[config.mk]
export PLATFORM = sky130hd
export DESIGN_NAME = fp_1d5_mul_normalize_pipe
export DESIGN_NICKNAME = d
export VERILOG_FILES = /design/src/rtl/fp_1d5_mul_normalize_pipe.sv
export SDC_FILE = /design/constraint.sdc
export NUM_CORES = 2
export LEC_CHECK = 0
export CAP_MARGIN = 25
export CORE_MARGIN = 2
export CORE_UTILIZATION = 25
export CTS_CLUSTER_SIZE = 16
export DETAILED_ROUTE_END_ITERATION = 8
export PLACE_DENSITY_LB_ADDON = 0.25
export SLEW_MARGIN = 20
export SYNTH_ARGS = -nofsm -noshare
export SYNTH_HDL_FRONTEND = slang
export SYNTH_SLANG_ARGS = --single-unit
[constraint.sdc]
create_clock -name clk -period 19.6 [get_ports clk]
set_clock_uncertainty 0.15 [all_clocks]
set_input_delay 3.92 -clock clk [delete_from_list [all_inputs] [get_ports clk]]
set_output_delay 3.92 -clock clk [all_outputs]
set_load 0.05 [all_outputs]
[src/rtl/fp_1d5_mul_normalize_pipe.sv]
// fp_1d5_mul_normalize_pipe
//   Last step of the inverse-square-root Newton iteration: y_new = y * M_sub,
//   then normalize, round half-up and repack as a sign-less 31-bit float.
//   Two register stages; both advance only when backprn=1.
// Ports:
//   clk            rising-edge clock
//   rst            synchronous active-high reset
//   valid          M_sub / float_in_delay / error_in carry an item
//   M_sub          unsigned Q1.26 factor (bits 2:0 are round bits)
//   float_in_delay y estimate: [30:23] biased exponent, [22:0] fraction
//   error_in       upstream error flag, travels with the item
//   backprn        1 = advance, 0 = hold every register
//   float_out      y_new, same format as float_in_delay
//   ready          float_out / error_out hold a valid item
//   error_out      error flag for the item on float_out
module fp_1d5_mul_normalize_pipe #(
  parameter int EXP_SHIFT   = 23,
  parameter int ROUND_SHIFT = 3,
  parameter int EXP_W       = 8
) (
  input  logic                         clk,
  input  logic                         rst,
  input  logic                         valid,
  input  logic [EXP_SHIFT+ROUND_SHIFT:0] M_sub,
  input  logic [EXP_W+EXP_SHIFT-1:0]   float_in_delay,
  input  logic                         error_in,
  input  logic                         backprn,
  output logic [EXP_W+EXP_SHIFT-1:0]   float_out,
  output logic                         ready,
  output logic                         error_out
);

  localparam int FW = EXP_SHIFT;                 // fraction width
  localparam int MW = EXP_SHIFT + ROUND_SHIFT + 1; // M_sub width
  localparam int PW = FW + 1 + MW;               // product width
  localparam int XW = EXP_W + 2;                 // exponent working width
  localparam int OW = EXP_W + FW;                // float width

  // ---------------- stage 1: multiply ----------------
  logic [PW-1:0]    prod_c;
  logic             m_err_c;

  logic [PW-1:0]    s1_prod;
  logic [EXP_W-1:0] s1_exp;
  logic             s1_valid;
  logic             s1_err_in;
  logic             s1_err_m;

  assign prod_c  = PW'({1'b1, float_in_delay[FW-1:0]}) * PW'(M_sub);
  assign m_err_c = (M_sub[MW-1 -: 2] == 2'b00);

  always_ff @(posedge clk) begin
    if (rst) begin
      s1_prod   <= '0;
      s1_exp    <= '0;
      s1_valid  <= 1'b0;
      s1_err_in <= 1'b0;
      s1_err_m  <= 1'b0;
    end else if (backprn) begin
      if (valid) begin
        s1_prod   <= prod_c;
        s1_exp    <= float_in_delay[OW-1:FW];
        s1_valid  <= 1'b1;
        s1_err_in <= error_in;
        s1_err_m  <= m_err_c;
      end else begin
        s1_valid  <= 1'b0;
        s1_err_in <= 1'b0;
        s1_err_m  <= 1'b0;
      end
    end
  end

  // ---------------- stage 2: normalize / round / pack ----------------
  logic [FW-1:0]    frac_raw;
  logic             rnd;
  logic             sticky_unused;
  logic [XW-1:0]    exp_b;
  logic [FW:0]      rounded;
  logic [XW-1:0]    exp_r;
  logic [EXP_W-1:0] exp_field;
  logic             ovf;
  logic             unf;
  logic [OW-1:0]    result;

  // exp_b carries the exponent biased by +1 so the y_exp-1 case never wraps;
  // the field value is exp_r-1, and the range limits shift by one accordingly.
  // Sticky is formed but ties round up without it.
  always_comb begin
    frac_raw      = '0;
    rnd           = 1'b0;
    sticky_unused = 1'b0;
    exp_b         = '0;
    if (s1_prod[PW-1]) begin
      frac_raw      = s1_prod[PW-2 -: FW];
      rnd           = s1_prod[PW-2-FW];
      sticky_unused = |s1_prod[PW-3-FW:0];
      exp_b         = {2'b00, s1_exp} + XW'(2);
    end else if (s1_prod[PW-2]) begin
      frac_raw      = s1_prod[PW-3 -: FW];
      rnd           = s1_prod[PW-3-FW];
      sticky_unused = |s1_prod[PW-4-FW:0];
      exp_b         = {2'b00, s1_exp} + XW'(1);
    end else begin
      frac_raw      = s1_prod[PW-4 -: FW];
      rnd           = s1_prod[PW-4-FW];
      sticky_unused = |s1_prod[PW-5-FW:0];
      exp_b         = {2'b00, s1_exp};
    end

    rounded   = {1'b0, frac_raw} + (FW+1)'(rnd);
    exp_r     = exp_b + XW'(rounded[FW]);
    exp_field = exp_r[EXP_W-1:0] - EXP_W'(1);
    ovf       = (exp_r >= XW'(2**EXP_W));
    unf       = (exp_r <= XW'(1));

    if (ovf) begin
      result = {{EXP_W{1'b1}}, {FW{1'b0}}};
    end else if (unf) begin
      result = '0;
    end else begin
      result = {exp_field, rounded[FW-1:0]};
    end
  end

  always_ff @(posedge clk) begin
    if (rst) begin
      float_out <= '0;
      ready     <= 1'b0;
      error_out <= 1'b0;
    end else if (backprn) begin
      ready <= s1_valid;
      if (s1_valid) begin
        float_out <= result;
        error_out <= s1_err_in | s1_err_m | ovf | unf;
      end else begin
        error_out <= 1'b0;
      end
    end
  end

endmodule
==> flow_summary.json <==
{
  "core_sq_mm": 0.0967,
  "antenna_found_initial": 6,
  "hold_viol_final": 0,
  "ys_seq_area_share_pct": 5.83,
  "busiest_layer": "met2",
  "finalMaxSlewViolations": 0,
  "clockBufferDepth": 2,
  "worst-setup-path-type": "in -> reg",
  "fin_crit_sh_pct": 59.4,
  "firstDrtPassIters": 5,
  "slew-limit-headroom_pct": 36.2,
  "synth_seq_cells": 71,
  "period_minus_slack_ns": 11.64,
  "critPathRequiredTime_ns": 19.73,
  "start_kind": "input port",
  "die_x_microns": 316,
  "grt_pass1_vias": 20000,
  "clock.fmax_mhz": 85.9,
  "place_congestion": 0.811,
  "drcViolationCount": 0,
  "endpoint_kind": "flop",
  "start_util_pct": 25.2,
  "cts_tree": "built",
  "io_buffers": 95,
  "crit_fanout": 27,
  "routedWlPerCell_microns": 17.2,
  "row_count": 114,
  "grt_usage_pct": 14.7,
  "ys.flop_type": "dfxtp_1",
  "gr-usage-met3_pct": 1.08,
  "die_area_sq_mm": 0.100,
  "synth-edff-count": 0,
  "vias_per_cell": 4.37,
  "hold_path.class": "reg -> reg",
  "ctsHtreeMaxLevel": 3,
  "detail-route-antenna-nets": 0,
  "io_pins": 96,
  "cap_violations": 0,
  "cts_made_buffers": 9,
  "cp_slowest_cell": "nor3_1",
  "die_y_microns": 316,
  "drt-total-wl_mm": 69.9,
  "synthToLayoutAreaGrowth_pct": 10.4,
  "layout-drive-gt1-share_pct": 3.26,
  "postCtsSetupRepairBufs": 0,
  "grt_pass1_wl_mm": 114,
  "synth_top_area_share_pct": 44.9,
  "yosys_warnings": 0,
  "cp_slowest_stage_delay_ns": 0.68,
  "cp.arrival_ns": 11.77,
  "fin_nets": 3581,
  "antennaDiodeCount": 0,
  "clk-insertion-delay-late_ns": 0.34,
  "synth.avg_cell_area_sq_um": 8.74,
  "tns_ns": 0,
  "synth_area_leaders": "fa_1 (45%), inv_1 (9.8%), ha_1 (9.3%)",
  "clock-sinks": 71,
  "ctsRootBufferMaster": "clkbuf_16",
  "synth_nets": 3580,
  "fillCellCount": 10500,
  "num_vias": 17800,
  "clkTransAtPathRegs_ns": 0.06,
  "rsz0062_at_grt": "no",
  "cts_hold_buf": 0,
  "yosys.area.top_type": "fa_1",
  "worstPathCellList": "clkdlybuf4s50_1 > buf_4 > nand2_1 > fa_1 > inv_1 > fa_1 > inv_1 > fa_1 > inv_1 > fa_1 > fa_1 > fa_1 > fa_1 > ha_1 > and4_1 > a31oi_1 > nor3_1 > o211ai_1 > o21ai_1 > a41oi_1 > o21a_1 > or4_1 > nand3_1",
  "setup_viol": 0,
  "cts.repair.resized": 0,
  "dp_hpwl_mm": 53.0,
  "drt_iter0_drc": 724,
  "grt_max_degree": 69,
  "async_reset_ff_share_pct": 0,
  "syn_area_sq_mm": 0.0244,
  "path_common_cell": "fa_1",
  "synthCells": 2789,
  "use_met2_pct": 28.3,
  "ys_types": 75,
  "met1_usage_pct": 18.0,
  "status": "complete, no violations",
  "worstMarginPinSlew_ns": 0.950,
  "grt_overflow": 0
}
## layout make-up
type                       instances  area [sq um]  area share [%]
clock buffer                      13           270            1.00
clock inverter                     3          40.0           0.149
timing repair buffer             140          1230            4.57
tap                             1276          1600            5.93
multi-input combinational       1934         20000            74.2
inverter                         634          2380            8.84
sequential                        71          1420            5.29
## sequential cells by signal, indices dropped and copies added, names as in the netlist
name       count
error_out      1
float_out     31
ready          1
s1_err_in      1
s1_err_m       1
s1_exp         8
s1_prod       27
s1_valid       1
## path summary, 6_finish.rpt
kind                     startpoint           end  slack, ns  cells past startpoint
setup / recovery  float_in_delay[3]   s1_prod[38]       7.96                     23
hold / removal          s1_prod[24]   s1_prod[24]       0.32                      2
setup reg to reg        s1_prod[49]  float_out[6]      13.63                     18
hold reg to reg         s1_prod[24]   s1_prod[24]       0.32                      2
## placed cells by master, fill, tap and decap left out, types with 8 or more instances in the layout
master | netlist | layout
ha_1 | 181 | 181
inv_1 | 634 | 634
buf_4 | 2 | 45
buf_2 | 6 | 12
nand2_1 | 398 | 398
a31oi_1 | 10 | 10
mux2i_1 | 25 | 25
nor3_1 | 19 | 19
a21oi_1 | 92 | 92
and2_1 | 313 | 313
xor2_1 | 15 | 15
o21a_1 | 9 | 9
nand3_1 | 23 | 23
xnor2_1 | 40 | 40
dfxtp_1 | 71 | 69
o21ai_0 | 39 | 39
a211oi_1 | 8 | 8
a22o_1 | 22 | 22
clkdlybuf4s50_1 | 0 | 83
fa_1 | 547 | 547
a21o_1 | 18 | 18
nand4_1 | 14 | 14
nor2_1 | 51 | 51
clkbuf_16 | 0 | 9
## critical path, delay by kind of cell
family | cells | cell delay, ns
adder cells (fa/ha/maj) | 8 | 3.82
AO/OA/AOI/OAI | 5 | 1.44
AND/OR/NAND/NOR | 5 | 1.59
buffers and inverters | 5 | 0.99
## cells in the mapped netlist, types with 23 or more instances
| library cell | count |
|---|---|
| fa_1 | 547 |
| dfxtp_1 | 71 |
| xnor2_1 | 40 |
| o21ai_0 | 39 |
| ha_1 | 181 |
| clkbuf_1 | 124 |
| a21oi_1 | 92 |
| nand2_1 | 398 |
| and2_1 | 313 |
| mux2i_1 | 25 |
| nand3_1 | 23 |
| inv_1 | 634 |
| nor2_1 | 51 |
## routing by layer
metal	vias to the layer above	part of all wire, %
met5	-	0
met4	0	1.5
met3	55	2.9
met2	247	54
met1	9194	42
li1	8293	-
## per-stage QoR
stage	utilization (%)	hold WS (ns)	setup slack, ns	cell area, sq um	std cells
2_1_floorplan	-	0.281	8.90	24400	2789
3_3_place_gp	27.5	0.308	7.59	26600	4055
3_5_place_dp	27.5	0.312	7.55	26600	4055
4_1_cts	27.8	0.321	7.90	26900	4071
5_1_grt	27.8	0.335	7.57	26900	4071
6_report	27.8	0.319	7.96	26900	4071
## cell families after synthesis
kind of cell / after synthesis / synth area share (%)
and+or+nand+nor: 878 / 18.0
buffers and inverters: 784 / 12.3
adders and majority gates: 728 / 54.2
AOI/OAI and AO/OA: 243 / 6.43
DFF: 71 / 5.83
xor gates and xnor gates: 55 / 1.98
muxes: 30 / 1.26
Power is not shown: default switching activity piles up to over one toggle a cycle in this logic, so the estimate is an artifact.
